**config.mk**
```make
export PLATFORM = sky130hd
export DESIGN_NAME = lsu
export DESIGN_NICKNAME = d
export VERILOG_FILES = /design/src/rtl/lsu_pkg.sv /design/src/rtl/lsu_align.sv /design/src/rtl/lsu.sv
export SDC_FILE = /design/constraint.sdc
export NUM_CORES = 1
export LEC_CHECK = 0
export BUFFER_PORTS_ARGS = -buffer_cell sky130_fd_sc_hd__buf_4
export CAP_MARGIN = 5
export CORE_AREA = 3 3 185 187
export DETAILED_ROUTE_END_ITERATION = 10
export DIE_AREA = 0 0 188 190
export GPL_TIMING_DRIVEN = 0
export PLACE_DENSITY = 0.76
export SETUP_SLACK_MARGIN = 0.3
export SKIP_LAST_GASP = 1
export SYNTH_ARGS = -nofsm -noshare
export SYNTH_HDL_FRONTEND = slang
export SYNTH_SLANG_ARGS = --single-unit
```
**constraint.sdc**
```tcl
create_clock -name clk -period 10.6 [get_ports clk]
set_input_delay 2.12 -clock clk [delete_from_list [all_inputs] [get_ports clk]]
set_output_delay 2.12 -clock clk [all_outputs]
set_load 0.01 [all_outputs]
```
**src/rtl/lsu_pkg.sv**
```systemverilog
`default_nettype none
// ============================================================================
// Module   : lsu_pkg
// Brief    : Shared types and helpers for the load/store unit.
// Revision : 1.0
// ============================================================================
package lsu_pkg;

    typedef enum logic [1:0] {
        SZ_B = 2'd0,
        SZ_H = 2'd1,
        SZ_W = 2'd2,
        SZ_D = 2'd3
    } size_e;

    typedef enum logic [1:0] {
        IDLE   = 2'd0,
        ACCESS = 2'd1,
        RESP   = 2'd2
    } state_e;

    // Byte-lane mask for an access of the given size, before lane shifting.
    function automatic logic [7:0] size_mask(input logic [1:0] size);
        logic [7:0] m;
        case (size_e'(size))
            SZ_B:    m = 8'h01;
            SZ_H:    m = 8'h03;
            SZ_W:    m = 8'h0F;
            default: m = 8'hFF;
        endcase
        return m;
    endfunction

    function automatic logic [3:0] size_bytes(input logic [1:0] size);
        return 4'd1 << size;
    endfunction

endpackage
`default_nettype wire

```
**src/rtl/lsu_align.sv**
```systemverilog
`default_nettype none
// ============================================================================
// Module   : lsu_align
// Brief    : Combinational store lane shift/mask and load shift/extend.
// Revision : 1.0
// ============================================================================
module lsu_align
    import lsu_pkg::*;
#(
    parameter int XLEN = 64
) (
    input  logic [1:0]      size,
    input  logic            is_unsigned,
    input  logic [2:0]      offset,
    input  logic [XLEN-1:0] wdata,
    input  logic [XLEN-1:0] rdata,
    output logic [7:0]      wmask,
    output logic [XLEN-1:0] wdata_sh,
    output logic [XLEN-1:0] rdata_ext
);

    logic [5:0]      bit_shift;
    logic [XLEN-1:0] rdata_sh;

    assign bit_shift = {offset, 3'b000};
    assign wmask     = size_mask(size) << offset;
    assign wdata_sh  = wdata << bit_shift;
    assign rdata_sh  = rdata >> bit_shift;

    // Doubleword loads have nothing to extend, so they pass through unchanged.
    always_comb begin
        rdata_ext = rdata_sh;
        case (size_e'(size))
            SZ_B: rdata_ext = {{(XLEN-8){rdata_sh[7] & ~is_unsigned}},   rdata_sh[7:0]};
            SZ_H: rdata_ext = {{(XLEN-16){rdata_sh[15] & ~is_unsigned}}, rdata_sh[15:0]};
            SZ_W: rdata_ext = {{(XLEN-32){rdata_sh[31] & ~is_unsigned}}, rdata_sh[31:0]};
            default: rdata_ext = rdata_sh;
        endcase
    end

endmodule
`default_nettype wire

```
**src/rtl/lsu.sv**
```systemverilog
`default_nettype none
// ============================================================================
// Module   : lsu
// Brief    : Three-state load/store unit driving a single-cycle memory bus.
//            Optional feature macro: LSU_MISALIGN_TRAP_EN.
// Revision : 1.0
// ============================================================================
module lsu
    import lsu_pkg::*;
#(
    parameter int XLEN   = 64,
    parameter int NREG_W = 5
) (
    input  logic              clk,
    input  logic              rst,
    input  logic              in_valid,
    output logic              in_ready,
    input  logic              in_store,
    input  logic [1:0]        in_size,
    input  logic              in_unsigned,
    input  logic [XLEN-1:0]   in_addr,
    input  logic [XLEN-1:0]   in_wdata,
    input  logic [NREG_W-1:0] in_rd,
    output logic              out_valid,
    input  logic              out_ready,
    output logic [XLEN-1:0]   out_rdata,
    output logic [NREG_W-1:0] out_rd,
    output logic              out_misalign,
    output logic [XLEN-1:0]   mem_raddr,
    output logic              mem_read,
    input  logic [XLEN-1:0]   mem_rdata,
    output logic [XLEN-1:0]   mem_waddr,
    output logic              mem_write,
    output logic [7:0]        mem_wmask,
    output logic [XLEN-1:0]   mem_wdata
);

    state_e            state;
    logic              op_store;
    logic [1:0]        op_size;
    logic              op_unsigned;
    logic [XLEN-1:0]   op_addr;
    logic [XLEN-1:0]   op_wdata;
    logic              misalign_q;

    logic [3:0]        lo_mask;
    logic [XLEN-1:0]   addr_use;
    logic              trap;
    logic [7:0]        wmask_sh;
    logic [XLEN-1:0]   wdata_sh;
    logic [XLEN-1:0]   rdata_ext;
    logic              in_access;

    assign lo_mask = size_bytes(in_size) - 4'd1;

`ifdef LSU_MISALIGN_TRAP_EN
    assign trap     = |({1'b0, in_addr[2:0]} & lo_mask);
    assign addr_use = in_addr;
`else
    // Without trapping, misaligned ops are silently rounded down to their natural alignment.
    assign trap     = 1'b0;
    assign addr_use = in_addr & ~{{(XLEN-4){1'b0}}, lo_mask};
`endif

    lsu_align #(
        .XLEN(XLEN)
    ) u_align (
        .size        (op_size),
        .is_unsigned (op_unsigned),
        .offset      (op_addr[2:0]),
        .wdata       (op_wdata),
        .rdata       (mem_rdata),
        .wmask       (wmask_sh),
        .wdata_sh    (wdata_sh),
        .rdata_ext   (rdata_ext)
    );

    // Bus strobes come straight from the state register so a reset kills them at once.
    assign in_access    = (state == ACCESS);
    assign in_ready     = (state == IDLE);
    assign mem_read     = in_access & ~op_store;
    assign mem_write    = in_access & op_store;
    assign mem_wmask    = mem_write ? wmask_sh : 8'h00;
    assign mem_wdata    = wdata_sh;
    assign mem_raddr    = {op_addr[XLEN-1:3], 3'b000};
    assign mem_waddr    = {op_addr[XLEN-1:3], 3'b000};
    assign out_misalign = misalign_q;

    always_ff @(posedge clk or posedge rst) begin
        if (rst) begin
            state       <= IDLE;
            op_store    <= 1'b0;
            op_size     <= 2'd0;
            op_unsigned <= 1'b0;
            op_addr     <= '0;
            op_wdata    <= '0;
            out_valid   <= 1'b0;
            out_rdata   <= '0;
            out_rd      <= '0;
            misalign_q  <= 1'b0;
        end else begin
            case (state)
                IDLE: begin
                    if (in_valid) begin
                        op_store    <= in_store;
                        op_size     <= in_size;
                        op_unsigned <= in_unsigned;
                        op_addr     <= addr_use;
                        op_wdata    <= in_wdata;
                        out_rd      <= in_rd;
                        misalign_q  <= trap;
                        if (trap) begin
                            state     <= RESP;
                            out_valid <= 1'b1;
                            out_rdata <= '0;
                        end else begin
                            state <= ACCESS;
                        end
                    end
                end
                ACCESS: begin
                    state     <= RESP;
                    out_valid <= 1'b1;
                    out_rdata <= op_store ? '0 : rdata_ext;
                end
                RESP: begin
                    if (out_ready) begin
                        state     <= IDLE;
                        out_valid <= 1'b0;
                    end
                end
                default: state <= IDLE;
            endcase
        end
    end

endmodule
`default_nettype wire

```
==> summary.txt <==
Clock tree
  – CTS Hold Bufs: 0
  – Clock root cell: clkbuf_16
  – TritonCTS clock tree: yes
  – Latest clock arrival within the worst-skew pair: 0.55 ns
  – CTS buffer count: 24
  – Worst-case clock buffer depth: 3
  – CTS resizes: 0
  – CTS sink count: ~200
  – Post-CTS setup buffers: 0
  – Clk slew on worst S/H paths: around 0.060 ns
  – H-tree depth: 1

STA
  – Fin Hold WS: about 0.48 ns
  – Final setup violating endpoints: 0
  – Worst slew pin tran: 0.871 ns
  – RSZ-0062 raised after global routing: false
  – F_max: between 150 and 200 MHz
  – Hold Vio Cnt, Final: 0
  – Final worst path period need: just under 6 ns
  – Fin Setup TNS: 0 ns
  – Clk_skew: roughly 0.025 ns
  – Tcrit/Tclk final: between 50% and 60%
  – Fin. max-slew vios: 0
  – Max_slew headroom: between 40% and 50%

Final layout
  – Filler instances: ~3.0k
  – Final nets: roughly 2.3k
  – Area Overhead vs Synth: 38.9%
  – Multi-input logic area: approximately 6300 um^2
  – Layout cells sized above 1: between 30 and 40%
  – Register area: roughly 5100 um^2

Pwr
  – Reg power frac: around a quarter
  – Sw Pwr: approximately 2.8 mW
  – Clock share of power: 14.2%
  – VDD IR max: 0.226 mV
  – Logic pwr share: a little over 60%
  – Tot Pwr: roughly 6.2 mW
  – P_int: about 3.4 mW
  – Switching Share: between 40% and 50%
  – P_leak: about 8.9 nW
  – Power Density: 349 nW/um^2

Yosys
  – Most area-consuming cells after synthesis: dfrtp_1 (40%), nand2_1 (15%), mux2i_1 (8.7%), buf_4 (7.7%), mux2_2 (4.3%)
  – Fraction of registers with async set/reset: 100%
  – Seq/Total Area, Yosys: around two fifths
  – Ys flop type: dfrtp_1
  – Yosys top cell area share: between 30% and 40%
  – Cell Area, Synth: about 13000 um^2
  – Area leader, netlist: dfrtp_1
  – Synthesized flop and latch total: roughly 200
  – Post-synth EDFFs: 0
  – Warnings from Yosys: 0
  – Syn Area/Cell: roughly 8.3 um^2
  – Synth unique cells: 48
  – Synth Instances: between 1.5k and 2k

Critical path
  – Kind of start point of the critical path: register
  – Crit path kind: reg2out
  – Critical path arrival: around 3.8 ns
  – Worst Path Required: ~8.5 ns
  – Crit-path max cell delay: about 0.64 ns
  – CP Capture Type: output pin
  – Critical path's slowest cell: clkbuf_1
  – CP bufs+invs: 6
  – Critical path's top delay family: buffers and inverters
  – Crit path max fanout: 10
  – Worst path most repeated cell: clkbuf_1
  – Cell Chain, Critical Path: buf_6, clkbuf_1, clkbuf_1, clkbuf_1, buf_1, nand3b_1, o21ai_0, buf_4

GRT
  – Largest net degree at the start of global routing: between 100 and 150
  – Number of global-route vias before repair: roughly 13k
  – Total Routing Usage GR: 30.0%
  – Overflow after GRT: 0
  – Initial antenna violation count: 2
  – Global-route wire length before repair: slightly above 80 mm

Placed design
  – Port-buffer cells: ~470
  – Placer congestion estimate: between 0.9 and 1
  – DPL Wire Length: approximately 44 mm

Flow run
  – Max-cap violations: 0

Detailed routing
  – Vias: between 10k and 15k
  – Drt pass-1 iters: 6
  – DRC: 0
  – Routed Antenna Nets: 0
  – Routed len/inst: about 22 um
  – DRT iter0 DRCs: approximately 1.1k
  – Vias/cell: 5.27
  – Total wire length: between 50 and 60 mm

Floorplan
  – Die X: ~190 um
  – Die area: about 36000 um^2
  – # rows: 66
  – I/O pins: around 480
  – Total core area: approximately 33000 um^2
  – Die height: 190 um
  – Initial Util: about two fifths

Worst hold path
  – Hold Crit Class: reg2reg

Status
  – Outcome: finished clean
final timing paths:
check,slack [ns],depth (start not counted),from,end
setup / recovery,4.67,8,op_addr[2],mem_wdata[59]
hold / removal,0.48,2,out_rd[1],out_rd[1]
setup reg to reg,7.71,7,op_addr[2],op_addr[2]
hold reg to reg,0.48,2,out_rd[1],out_rd[1]
max in group asynchronous,7.93,3,rst,out_rdata[12]
min in group asynchronous,1.60,2,rst,op_addr[62]
cell usage after synthesis (2+ instances only):
library cell	number
nand2_1	528
dfrtp_1	204
buf_4	131
mux2i_1	112
o21ai_0	97
clkbuf_1	73
nor2_1	60
a21oi_1	58
mux2_2	49
a22oi_1	24
o21ai_2	24
o22ai_1	23
buf_2	19
a211oi_1	15
buf_1	15
nand3b_1	14
nor2b_1	14
mux4_2	10
and2_1	9
o21a_1	8
a31oi_1	7
inv_1	6
o31ai_2	6
buf_6	4
nand2b_1	4
nor3_1	4
a2111oi_0	2
clkinv_1	2
nand3_1	2
o31ai_1	2
or2_2	2
cells in the final DEF (no fill, tap or decap), drive strengths merged, types with 4 or more instances in the layout:
| master | instances |
|---|---|
| o21ai | 121 |
| a21oi | 58 |
| clkbuf | 102 |
| conb | 7 |
| dfrtp | 204 |
| o21a | 8 |
| nand2b | 4 |
| inv | 9 |
| a2111oi | 4 |
| nor3 | 4 |
| nor2b | 14 |
| mux4 | 10 |
| a211oi | 15 |
| a31oi | 8 |
| nor2 | 60 |
| o31ai | 8 |
| a22oi | 24 |
| clkinv | 9 |
| nand3b | 14 |
| mux2i | 112 |
| o22ai | 23 |
| buf | 641 |
| nand2 | 528 |
| mux2 | 49 |
| and2 | 10 |
per-layer routing:
metal  global-route usage [%]  vias up  wire length [um]
met5                        0        -                 0
met4                     14.4        0              3090
met3                     7.35      132              4500
met2                     54.5      664             28100
met1                     32.8     6367             19900
li1                         -     6058                 -
flip-flops by register name, summed over array words and instances (netlist names):
| name | cells |
|---|---|
| op_size | 2 |
| op_unsigned | 1 |
| op_addr | 64 |
| out_rd | 5 |
| op_wdata | 64 |
| out_valid | 1 |
| op_store | 1 |
| state | 2 |
| out_rdata | 64 |
tightest hold or removal path, cell delays in order, from the launching register on:
cell	delay [ns]
dfrtp_1	0.34
nand2_1	0.05
nand2_1	0.05
through the flow:
step	setup slack [ns]	utilization, %	instance area, um^2	instances
after floorplan	2.91	-	12900	1551
after global placement	0.668	51.9	16900	2464
after detailed placement	5.41	52.0	17000	2465
after CTS	4.82	54.6	17800	2508
after global routing	4.50	54.6	17800	2510
final	4.67	54.6	17800	2510
cells by family after synthesis:
group | after synthesis | share of synthesized area [%]
buf+inv | 251 | 11.6
flops | 204 | 39.8
other cells | 1 | 0.0292
mux | 171 | 14.8
simple gates | 643 | 20.1
compound gates | 275 | 13.6
final cells by class:
cell class / instances / area share (%)
Clock buffer: 29 / 3.70
Multi-Input combinational cell: 1096 / 35.1
Inverter: 9 / 0.232
Antenna cell: 2 / 0.0281
Buffer: 242 / 8.16
Timing Repair Buffer: 472 / 20.0
Tap cell: 442 / 3.10
Clock inverter: 14 / 1.00
Sequential cell: 204 / 28.6
power groups by stage:
| stage | registers (mW) | logic, mW | clock network (mW) |
|---|---|---|---|
| 2_1_floorplan | 1.43 | 2.15 | 0 |
| 3_3_place_gp | 1.50 | 3.75 | 0 |
| 3_5_place_dp | 1.51 | 3.81 | 0 |
| 4_1_cts | 1.50 | 3.82 | 0.899 |
| 5_1_grt | 1.55 | 4.10 | 0.924 |
| 6_report | 1.51 | 3.82 | 0.885 |
No activity file was read; power rests on OpenSTA's default activity.
